### config.mk
export PLATFORM = sky130hd
export DESIGN_NAME = line_matrix_ctrl_flat
export DESIGN_NICKNAME = d
export VERILOG_FILES = /design/src/rtl/line_matrix_ctrl_if.sv /design/src/rtl/line_matrix_ctrl.sv /design/src/flat_wrapper.sv
export SDC_FILE = /design/constraint.sdc
export NUM_CORES = 1
export LEC_CHECK = 0
export CAP_MARGIN = 10
export CORE_ASPECT_RATIO = 0.9
export CORE_MARGIN = 1
export CORE_UTILIZATION = 40
export DETAILED_ROUTE_END_ITERATION = 7
export PLACE_DENSITY = 0.72
export SLEW_MARGIN = 10
export SYNTH_ARGS = -nofsm -noshare
export SYNTH_HDL_FRONTEND = slang
export SYNTH_SLANG_ARGS = --single-unit
export TNS_END_PERCENT = 50
### constraint.sdc
create_clock -name clk -period 1.94 [get_ports clk]
set_input_delay 0.485 -clock clk [delete_from_list [all_inputs] [get_ports clk]]
set_output_delay 0.485 -clock clk [all_outputs]
set_load 0.02 [all_outputs]
### src/rtl/line_matrix_ctrl_if.sv
// Pixel stream in, 3-row column stream out, between the line-matrix sequencer and its
// neighbours. The master is the pixel source / column sink; the slave is the sequencer.
interface line_matrix_ctrl_if #(
  parameter int unsigned DW = 11
);
  logic          in_valid;
  logic          in_ready;
  logic [DW-1:0] in_data;
  logic          out_valid;
  logic [DW-1:0] out_row0;
  logic [DW-1:0] out_row1;
  logic [DW-1:0] out_row2;
  logic          out_eol;

  modport master (
    output in_valid, in_data,
    input  in_ready, out_valid, out_row0, out_row1, out_row2, out_eol
  );

  modport slave (
    input  in_valid, in_data,
    output in_ready, out_valid, out_row0, out_row1, out_row2, out_eol
  );
endinterface

### src/rtl/line_matrix_ctrl.sv
// Sequencer for two external line FIFOs (A = row N-1, B = row N-2) that builds a 3-pixel
// vertical column per input pixel once two rows of the frame are buffered.
module line_matrix_ctrl #(
  parameter int unsigned DW      = 11,
  parameter int unsigned RD_LAT  = 2,
  parameter int unsigned RST_CYC = 6,
  parameter int unsigned MAX_W   = 2047
) (
  input  logic                        clk,
  input  logic                        srst,
  input  logic                        frame_start,
  input  logic [$clog2(MAX_W+1)-1:0]  cfg_width,
  line_matrix_ctrl_if.slave           pix,
  output logic                        fa_wr_en,
  output logic                        fa_rd_en,
  output logic                        fb_wr_en,
  output logic                        fb_rd_en,
  output logic [DW-1:0]               fa_din,
  output logic [DW-1:0]               fb_din,
  input  logic [DW-1:0]               fa_dout,
  input  logic [DW-1:0]               fb_dout,
  input  logic                        fa_full,
  input  logic                        fa_empty,
  input  logic                        fb_full,
  input  logic                        fb_empty,
  output logic                        fifo_srst,
  output logic                        err
);

  localparam int unsigned WW = $clog2(MAX_W + 1);
  localparam int unsigned CW = $clog2(RST_CYC + 1);

  localparam logic [2:0] StIdle  = 3'd0;
  localparam logic [2:0] StFrst  = 3'd1;
  localparam logic [2:0] StFill0 = 3'd2;
  localparam logic [2:0] StFill1 = 3'd3;
  localparam logic [2:0] StRun   = 3'd4;

  typedef struct packed {
    logic          vld;
    logic          eol;
    logic [2:0]    tag;
    logic [DW-1:0] data;
  } stage_t;

  logic [2:0]    state_q, state_d;
  logic [CW-1:0] rst_cnt_q, rst_cnt_d;
  logic [WW-1:0] width_q;
  logic [WW-1:0] col_q, col_d;

  stage_t [RD_LAT-1:0] pipe_q, pipe_d;
  stage_t              dly;

  logic          out_valid_q;
  logic          out_eol_q;
  logic [DW-1:0] out_row0_q, out_row1_q, out_row2_q;
  logic          err_q;

  logic running, issue, line_end, dly_run, err_set;

  assign running  = state_q inside {StFill0, StFill1, StRun};
  // A pixel presented together with frame_start belongs to the aborted frame: drop it.
  assign issue    = pix.in_valid && running && !frame_start;
  assign line_end = (col_q == width_q - WW'(1));

  // Issue stage: request the matching older-row pixels from both FIFOs.
  assign fa_rd_en = issue && (state_q == StFill1 || state_q == StRun);
  assign fb_rd_en = issue && (state_q == StRun);

  // Align stage: FIFO data for this pixel is now valid at fa_dout / fb_dout.
  assign dly      = pipe_q[RD_LAT-1];
  assign dly_run  = dly.vld && (dly.tag == StRun);
  assign fa_wr_en = dly.vld;
  assign fa_din   = fa_wr_en ? dly.data : '0;
  assign fb_wr_en = dly.vld && (dly.tag == StFill1 || dly.tag == StRun);
  // Row N-1 leaving FIFO A becomes row N-2 in FIFO B.
  assign fb_din   = fb_wr_en ? fa_dout : '0;

  assign fifo_srst = (state_q == StFrst);
  assign err_set   = (fa_wr_en && fa_full) || (fa_rd_en && fa_empty) ||
                     (fb_wr_en && fb_full) || (fb_rd_en && fb_empty);

  always_comb begin
    state_d   = state_q;
    rst_cnt_d = rst_cnt_q;
    col_d     = col_q;
    case (state_q)
      StFrst: begin
        if (rst_cnt_q == CW'(RST_CYC - 1)) state_d = StFill0;
        else                               rst_cnt_d = rst_cnt_q + CW'(1);
      end
      StFill0: if (issue && line_end) state_d = StFill1;
      StFill1: if (issue && line_end) state_d = StRun;
      default: ;
    endcase
    if (issue) col_d = line_end ? '0 : col_q + WW'(1);
    if (frame_start) begin
      state_d   = StFrst;
      rst_cnt_d = '0;
      col_d     = '0;
    end
  end

  always_comb begin
    pipe_d      = pipe_q << $bits(stage_t);
    pipe_d[0]   = '{vld: issue, eol: line_end, tag: state_q, data: pix.in_data};
    if (frame_start) pipe_d = '0;
  end

  always_ff @(posedge clk) begin
    if (srst) begin
      state_q     <= StIdle;
      rst_cnt_q   <= '0;
      width_q     <= '0;
      col_q       <= '0;
      pipe_q      <= '0;
      out_valid_q <= 1'b0;
      out_eol_q   <= 1'b0;
      out_row0_q  <= '0;
      out_row1_q  <= '0;
      out_row2_q  <= '0;
      err_q       <= 1'b0;
    end else begin
      state_q   <= state_d;
      rst_cnt_q <= rst_cnt_d;
      col_q     <= col_d;
      pipe_q    <= pipe_d;
      if (frame_start) width_q <= cfg_width;

      // Output stage: only rows 2.. of a frame produce columns; data holds otherwise.
      out_valid_q <= dly_run && !frame_start;
      if (dly_run) begin
        out_row2_q <= dly.data;
        out_row1_q <= fa_dout;
        out_row0_q <= fb_dout;
        out_eol_q  <= dly.eol;
      end

      if (frame_start) err_q <= 1'b0;
      else             err_q <= err_q | err_set;
    end
  end

  assign pix.in_ready  = running;
  assign pix.out_valid = out_valid_q;
  assign pix.out_row0  = out_row0_q;
  assign pix.out_row1  = out_row1_q;
  assign pix.out_row2  = out_row2_q;
  assign pix.out_eol   = out_eol_q;
  assign err           = err_q;

endmodule
### src/flat_wrapper.sv
// flat-port wrapper written by rule: the top's interface ports become plain ports
module line_matrix_ctrl_flat 
#(
  parameter int unsigned DW      = 11,
  parameter int unsigned RD_LAT  = 2,
  parameter int unsigned RST_CYC = 6,
  parameter int unsigned MAX_W   = 2047
)
  (clk, srst, frame_start, cfg_width, fa_wr_en, fa_rd_en, fb_wr_en, fb_rd_en, fa_din, fb_din, fa_dout, fb_dout, fa_full, fa_empty, fb_full, fb_empty, fifo_srst, err, pix_in_valid, pix_in_data, pix_in_ready, pix_out_valid, pix_out_row0, pix_out_row1, pix_out_row2, pix_out_eol);
  line_matrix_ctrl_if #(.DW(DW)) pix_i ();
  input  logic clk;
  input  logic srst;
  input  logic frame_start;
  input  logic [$clog2(MAX_W+1)-1:0] cfg_width;
  output logic fa_wr_en;
  output logic fa_rd_en;
  output logic fb_wr_en;
  output logic fb_rd_en;
  output logic [DW-1:0] fa_din;
  output logic [DW-1:0] fb_din;
  input  logic [DW-1:0] fa_dout;
  input  logic [DW-1:0] fb_dout;
  input  logic fa_full;
  input  logic fa_empty;
  input  logic fb_full;
  input  logic fb_empty;
  output logic fifo_srst;
  output logic err;
  input wire logic [$bits(pix_i.in_valid)-1:0] pix_in_valid;
  input wire logic [$bits(pix_i.in_data)-1:0] pix_in_data;
  output wire logic [$bits(pix_i.in_ready)-1:0] pix_in_ready;
  output wire logic [$bits(pix_i.out_valid)-1:0] pix_out_valid;
  output wire logic [$bits(pix_i.out_row0)-1:0] pix_out_row0;
  output wire logic [$bits(pix_i.out_row1)-1:0] pix_out_row1;
  output wire logic [$bits(pix_i.out_row2)-1:0] pix_out_row2;
  output wire logic [$bits(pix_i.out_eol)-1:0] pix_out_eol;
  assign pix_i.in_valid = pix_in_valid;
  assign pix_i.in_data = pix_in_data;
  assign pix_in_ready = pix_i.in_ready;
  assign pix_out_valid = pix_i.out_valid;
  assign pix_out_row0 = pix_i.out_row0;
  assign pix_out_row1 = pix_i.out_row1;
  assign pix_out_row2 = pix_i.out_row2;
  assign pix_out_eol = pix_i.out_eol;
  line_matrix_ctrl #(.DW(DW), .RD_LAT(RD_LAT), .RST_CYC(RST_CYC), .MAX_W(MAX_W)) u_core (.clk(clk), .srst(srst), .frame_start(frame_start), .cfg_width(cfg_width), .pix(pix_i), .fa_wr_en(fa_wr_en), .fa_rd_en(fa_rd_en), .fb_wr_en(fb_wr_en), .fb_rd_en(fb_rd_en), .fa_din(fa_din), .fb_din(fb_din), .fa_dout(fa_dout), .fb_dout(fb_dout), .fa_full(fa_full), .fa_empty(fa_empty), .fb_full(fb_full), .fb_empty(fb_empty), .fifo_srst(fifo_srst), .err(err));
endmodule
== Yosys cells after proc, flatten, opt, wreduce, memory -nomap -nowiden ==
Cells that the tools add are included.
Storage, ports and cells
  logic and storage cells: 71
  output and inout bits: 64
  flip-flop bits (word level): 96
  input port bits: 52
Cells by class
  eq/ne operators: 14
  multiplexer cells: 8
  reduce and logical (&&, ||, !) cells: 25
  $add $sub $neg: 3
  bitwise gates (word level): 2
Operator list (number)
  $mux 11: 3
  $logic_and 1x1->1: 12
  $add 11x1->11 const B: 1
  $eq 11x11->1: 1
  $sub 11x1->11 const B: 1
  $eq 3x2->1 const B: 3
  $eq 3x3->1 const B: 3
  $mux 3: 3
  $pmux 3 s3: 1
  $reduce_and 4->1: 2
  $ne 3x3->1 const B: 2
  $reduce_bool 3->1: 2
  $logic_or 1x1->1: 5
  $ne 2x2->1 const B: 2
  $reduce_bool 4->1: 1
  $add 3x1->3 const B: 1
  $eq 3x1->1 const B: 1
  $ne 3x2->1 const B: 1
  $ne 2x1->1 const B: 1
  $reduce_and 2->1: 1
  $reduce_or 2->1: 1
  $logic_not 1->1: 1
  $mux 1: 1
  $not 1->1: 1
  $or 1x1->1: 1

== Logic depth before layout (Yosys ltp) ==
  depth in word-level cells: 10
  gate-level depth with buffers: 8
  mapped depth without buffers: 8

== Worst setup path before layout ==
Ideal clock, no wire load.
  path type: register -> output
  start point: register u_core.pipe_q, in the netlist u_core.dly[12]
  end point: output fb_din[1]
  stages on the path, launching flop included: 5
  required time: 1.455 ns
  arrival: 1.691 ns
  buffers on the path: 1
  slack: -0.236 ns
  path through: dfxtp_1 -> or3b_2 -> a21boi_0 -> clkbuf_1 -> and2_1
On the way
  word-level cells in the longest chain between the ends: 4
  elaborated cells on any way between the ends: 5
  classes of those cells: eq/ne: 2; mux: 1; reduce/logical: 2
RTL lines
  start: declaration: line line_matrix_ctrl.sv:51  | stage_t [RD_LAT-1:0] pipe_q, pipe_d;
  start signal: assignment: line line_matrix_ctrl.sv:127  | pipe_q <= pipe_d;
  $eq 3x2->1 or $eq 3x3->1 (tied branches): line line_matrix_ctrl.sv:75  | assign fb_wr_en = dly.vld && (dly.tag == StFill1 || dly.tag == StRun);
  $logic_or 1x1->1 (*): line line_matrix_ctrl.sv:75
  $logic_and 1x1->1 (*): line line_matrix_ctrl.sv:75
  named net fb_wr_en: line flat_wrapper.sv:17  | output logic fb_wr_en;
  $mux 11 (*): line line_matrix_ctrl.sv:77  | assign fb_din = fb_wr_en ? fa_dout : '0;
  end: declaration: line flat_wrapper.sv:20  | output logic [DW-1:0] fb_din;
Mark *: on every way through the listed nets, which the timed path passes. The rest lies on a longest branch.

== Worst setup path in the final report ==
  start point: register u_core.pipe_q, in the netlist u_core.dly[11]
  end point: output fb_din[2]
On the way
  word-level cells in the longest chain between the ends: 4
  elaborated cells on any way between the ends: 5
  classes of those cells: eq/ne: 2; mux: 1; reduce/logical: 2
RTL lines (line)
  $eq 3x2->1 or $eq 3x3->1 (tied branches): line_matrix_ctrl.sv:75
  $logic_or 1x1->1 (*): line_matrix_ctrl.sv:75
  $logic_and 1x1->1 (*): line_matrix_ctrl.sv:75
  $mux 11 (*): line_matrix_ctrl.sv:77
Every way passes the cells marked *; elsewhere a longest branch is shown, timed or not.

==> flow_metrics.env <==
export IMPL_status="finished with violations"
export IMPL_violations="negative setup slack"
export IMPL_htreeDepth=3
export IMPL_fmax_mhz=459.3
export IMPL_boundaryPins=116
export IMPL_yosysSeqAreaShare=0.4898
export IMPL_dp_cells=691
export IMPL_cp_required_ps=1450
export IMPL_syn2layout_area_growth_pct=50.57
export IMPL_min_period_ps=2177
export IMPL_cts_clk_slew_worst_paths_ps=100
export IMPL_rsz0062_at_grt="yes"
export IMPL_cp_top_family="simple AND/OR/NAND/NOR gates"
export IMPL_crit_buf_inv=2
export IMPL_yosys_register_bits=96
export IMPL_synth_edf_count=0
export IMPL_die_x_um=106.4
export IMPL_path_cells="or3b_4 -> a21boi_4 -> buf_6 -> and2_4 -> buf_6"
export IMPL_synth_top_flop_cell="dfxtp_1"
export IMPL_fin_util=0.6331
export IMPL_diodes=0
export IMPL_yosys_warnings=0
export IMPL_drt_antenna_violating_nets=0
export IMPL_ir_worst_vdd_mv=0.3302
export IMPL_final_common_cell="dfxtp_1"
export IMPL_row_count=33
export IMPL_grt_first_pass_wirelength_um=15490
export IMPL_drive_above_1_share=0.2209
export IMPL_holdBufCountCts=0
export IMPL_worst_path_largest_cell_delay_ps=400
export IMPL_finalCritPeriodShare=1.122
export IMPL_relSlewSlack=0.6749
export IMPL_critPathCaptureType="output pin"
export IMPL_async_flop_share=0
export IMPL_gp_congestion=0.8089
export IMPL_power_leakage_uw=0.002286
export IMPL_finalNonFillerCells=715
export IMPL_hold_ws_ps=431.4
export IMPL_portBuffers=115
export IMPL_drc=0
export IMPL_cts_tree="yes"
export IMPL_numCtsBuffers=9
export IMPL_crit_top_cell="buf_6"
export IMPL_design_area_um2=5908
export IMPL_wirelength_um=9866
export IMPL_clockBufferDepth=2
export IMPL_setup_worst_path_start="u_core.dly[11]"
export IMPL_powerDensity_nw_per_um2=629.6
export IMPL_drt_iter0_drc=120
export IMPL_crit_path_start_kind="flip-flop"
export IMPL_syn_area_um2=3924
export IMPL_slew_violations=0
export IMPL_critPathKind="reg -> out"
export IMPL_placed_area_um2=5479
export IMPL_root_buffer="clkbuf_8"
export IMPL_hpwl_um=6852
export IMPL_nets=644
export IMPL_overflow=0
export IMPL_worst_endpoint_arrival_ps=1690
export IMPL_max_cap_violations=0
export IMPL_grt_pass1_vias=3249
export IMPL_r2r_start="u_core.width_q[0]"
export IMPL_numClockSinks=96
export IMPL_power_total_uw=3720
export IMPL_drt_pass1_iterations=4
export IMPL_num_vias=3494
export IMPL_antenna_found_initial=0
export IMPL_hold_class="reg -> reg"
export IMPL_clock_latency_ps=360
export IMPL_crit_fanout=6
export IMPL_finalClockSkew_ps=10.89
export IMPL_fp_dieH_um=95.96
export IMPL_final_hold_viol_count=0
export IMPL_grt_usage=0.1939
export IMPL_worst_pin_slew_ps=487.7
export IMPL_setup_viol=28
export IMPL_syn_nets=495
export IMPL_synth_cell_type_count=51
export IMPL_viasPerCell=4.887
export IMPL_slowest_stage="or3b_4"
export IMPL_initial_core_util=0.4205
export IMPL_layout_common_cells="dfxtp_1, clkdlybuf4s50_1, nand2_1"
export IMPL_die_area_um2=10210
export IMPL_coreArea_um2=9331
export IMPL_fin_ws_ps=-237.3
export IMPL_syn_inst=439
export IMPL_wl_per_cell_um=13.80
export IMPL_synth_avg_cell_area_um2=8.938
export IMPL_min_from="u_core.pipe_q[2]"
export IMPL_grt_max_degree=46
==> flip-flops by register name (all words and copies together) (netlist names) <==
register and flops:
u_core.rst_cnt_q 3, u_core.pix.out_valid 1, u_core.pix.out_row2 11, u_core.pix.out_eol 1, u_core.pix.out_row1 11, u_core.state_q 3
u_core.pix.out_row0 11, u_core.width_q 11, u_core.pipe_q 16, u_core.dly 15, u_core.fa_wr_en 1, u_core.col_q 11
u_core.err 1
==> worst paths after layout <==
kind / end / slack, ps / depth (start not counted)
setup reg to reg: u_core.state_q[0] / -120 / 8
hold / removal: u_core.dly[2] / 430 / 1
hold reg to reg: u_core.dly[2] / 430 / 1
setup / recovery: fb_din[2] / -240 / 5
==> routing by layer <==
layer / share of wire / vias to the layer above / track usage
met5: 0 / - / 0
met4: 0.017 / 0 / 0.06597
met3: 0.063 / 16 / 0.05687
met2: 0.49 / 106 / 0.3436
met1: 0.43 / 1604 / 0.2250
li1: - / 1768 / -
==> cell usage after synthesis (all sizes together) (3+ instances only) <==
master / n / area [um2]
and3: 5 / 31.28
ha: 4 / 50.05
xnor2: 10 / 87.58
and2: 54 / 337.8
nor2: 27 / 108.9
nor3: 7 / 40.04
a211oi: 7 / 52.55
o21ai: 3 / 15.01
nand2: 82 / 307.8
mux2i: 11 / 110.1
a31oi: 3 / 33.78
nor4: 5 / 67.56
inv: 5 / 18.77
o22ai: 3 / 18.77
clkbuf: 22 / 82.58
dfxtp: 96 / 1922
nand3: 7 / 35.03
buf: 3 / 11.26
xor2: 10 / 87.58
a21oi: 46 / 234.0
==> per-stage QoR <==
stage | worst slack [ps] | setup TNS [ps]
final | -237.3 | -3823
after global routing | -308.2 | -6559
after CTS | -235.9 | -4064
after detailed placement | -547.0 | -10090
after global placement | -513.0 | -9803
after floorplan | 5.234 | 0
==> layout make-up <==
type | count | area [um2]
clock inverter | 7 | 81.33
inverter | 5 | 18.77
multi-input combinational | 313 | 2062
tap | 122 | 152.6
fill | 784 | 3423
timing repair buffer | 163 | 1538
clock buffer | 9 | 123.9
sequential | 96 | 1932
==> report_power, final <==
part	leakage, uW	switching, uW	total, uW	internal [uW]
clock network	0.000104	780	1300	517
logic	0.00140	172	398	226
registers	0.000780	26.1	2020	2000
==> cells by family after synthesis <==
family	synth area share
AO/OA/AOI/OAI	0.1196
XOR/XNOR	0.04464
adder cells (fa/ha/maj)	0.01276
buffers and inverters	0.02870
flip-flops	0.4898
multiplexers	0.02806
AND/OR/NAND/NOR	0.2765
==> timing repair <==
item                                    in CTS  in global routing
endpoints found under the setup margin      43                 31
setup buffers                                5                  2
pin swaps                                   11                 14
cloned                                       1                  0
hold endpoints to repair                     0                  0
resized for setup                          125                 27
Note: power is estimated with default switching activity, not from simulation.
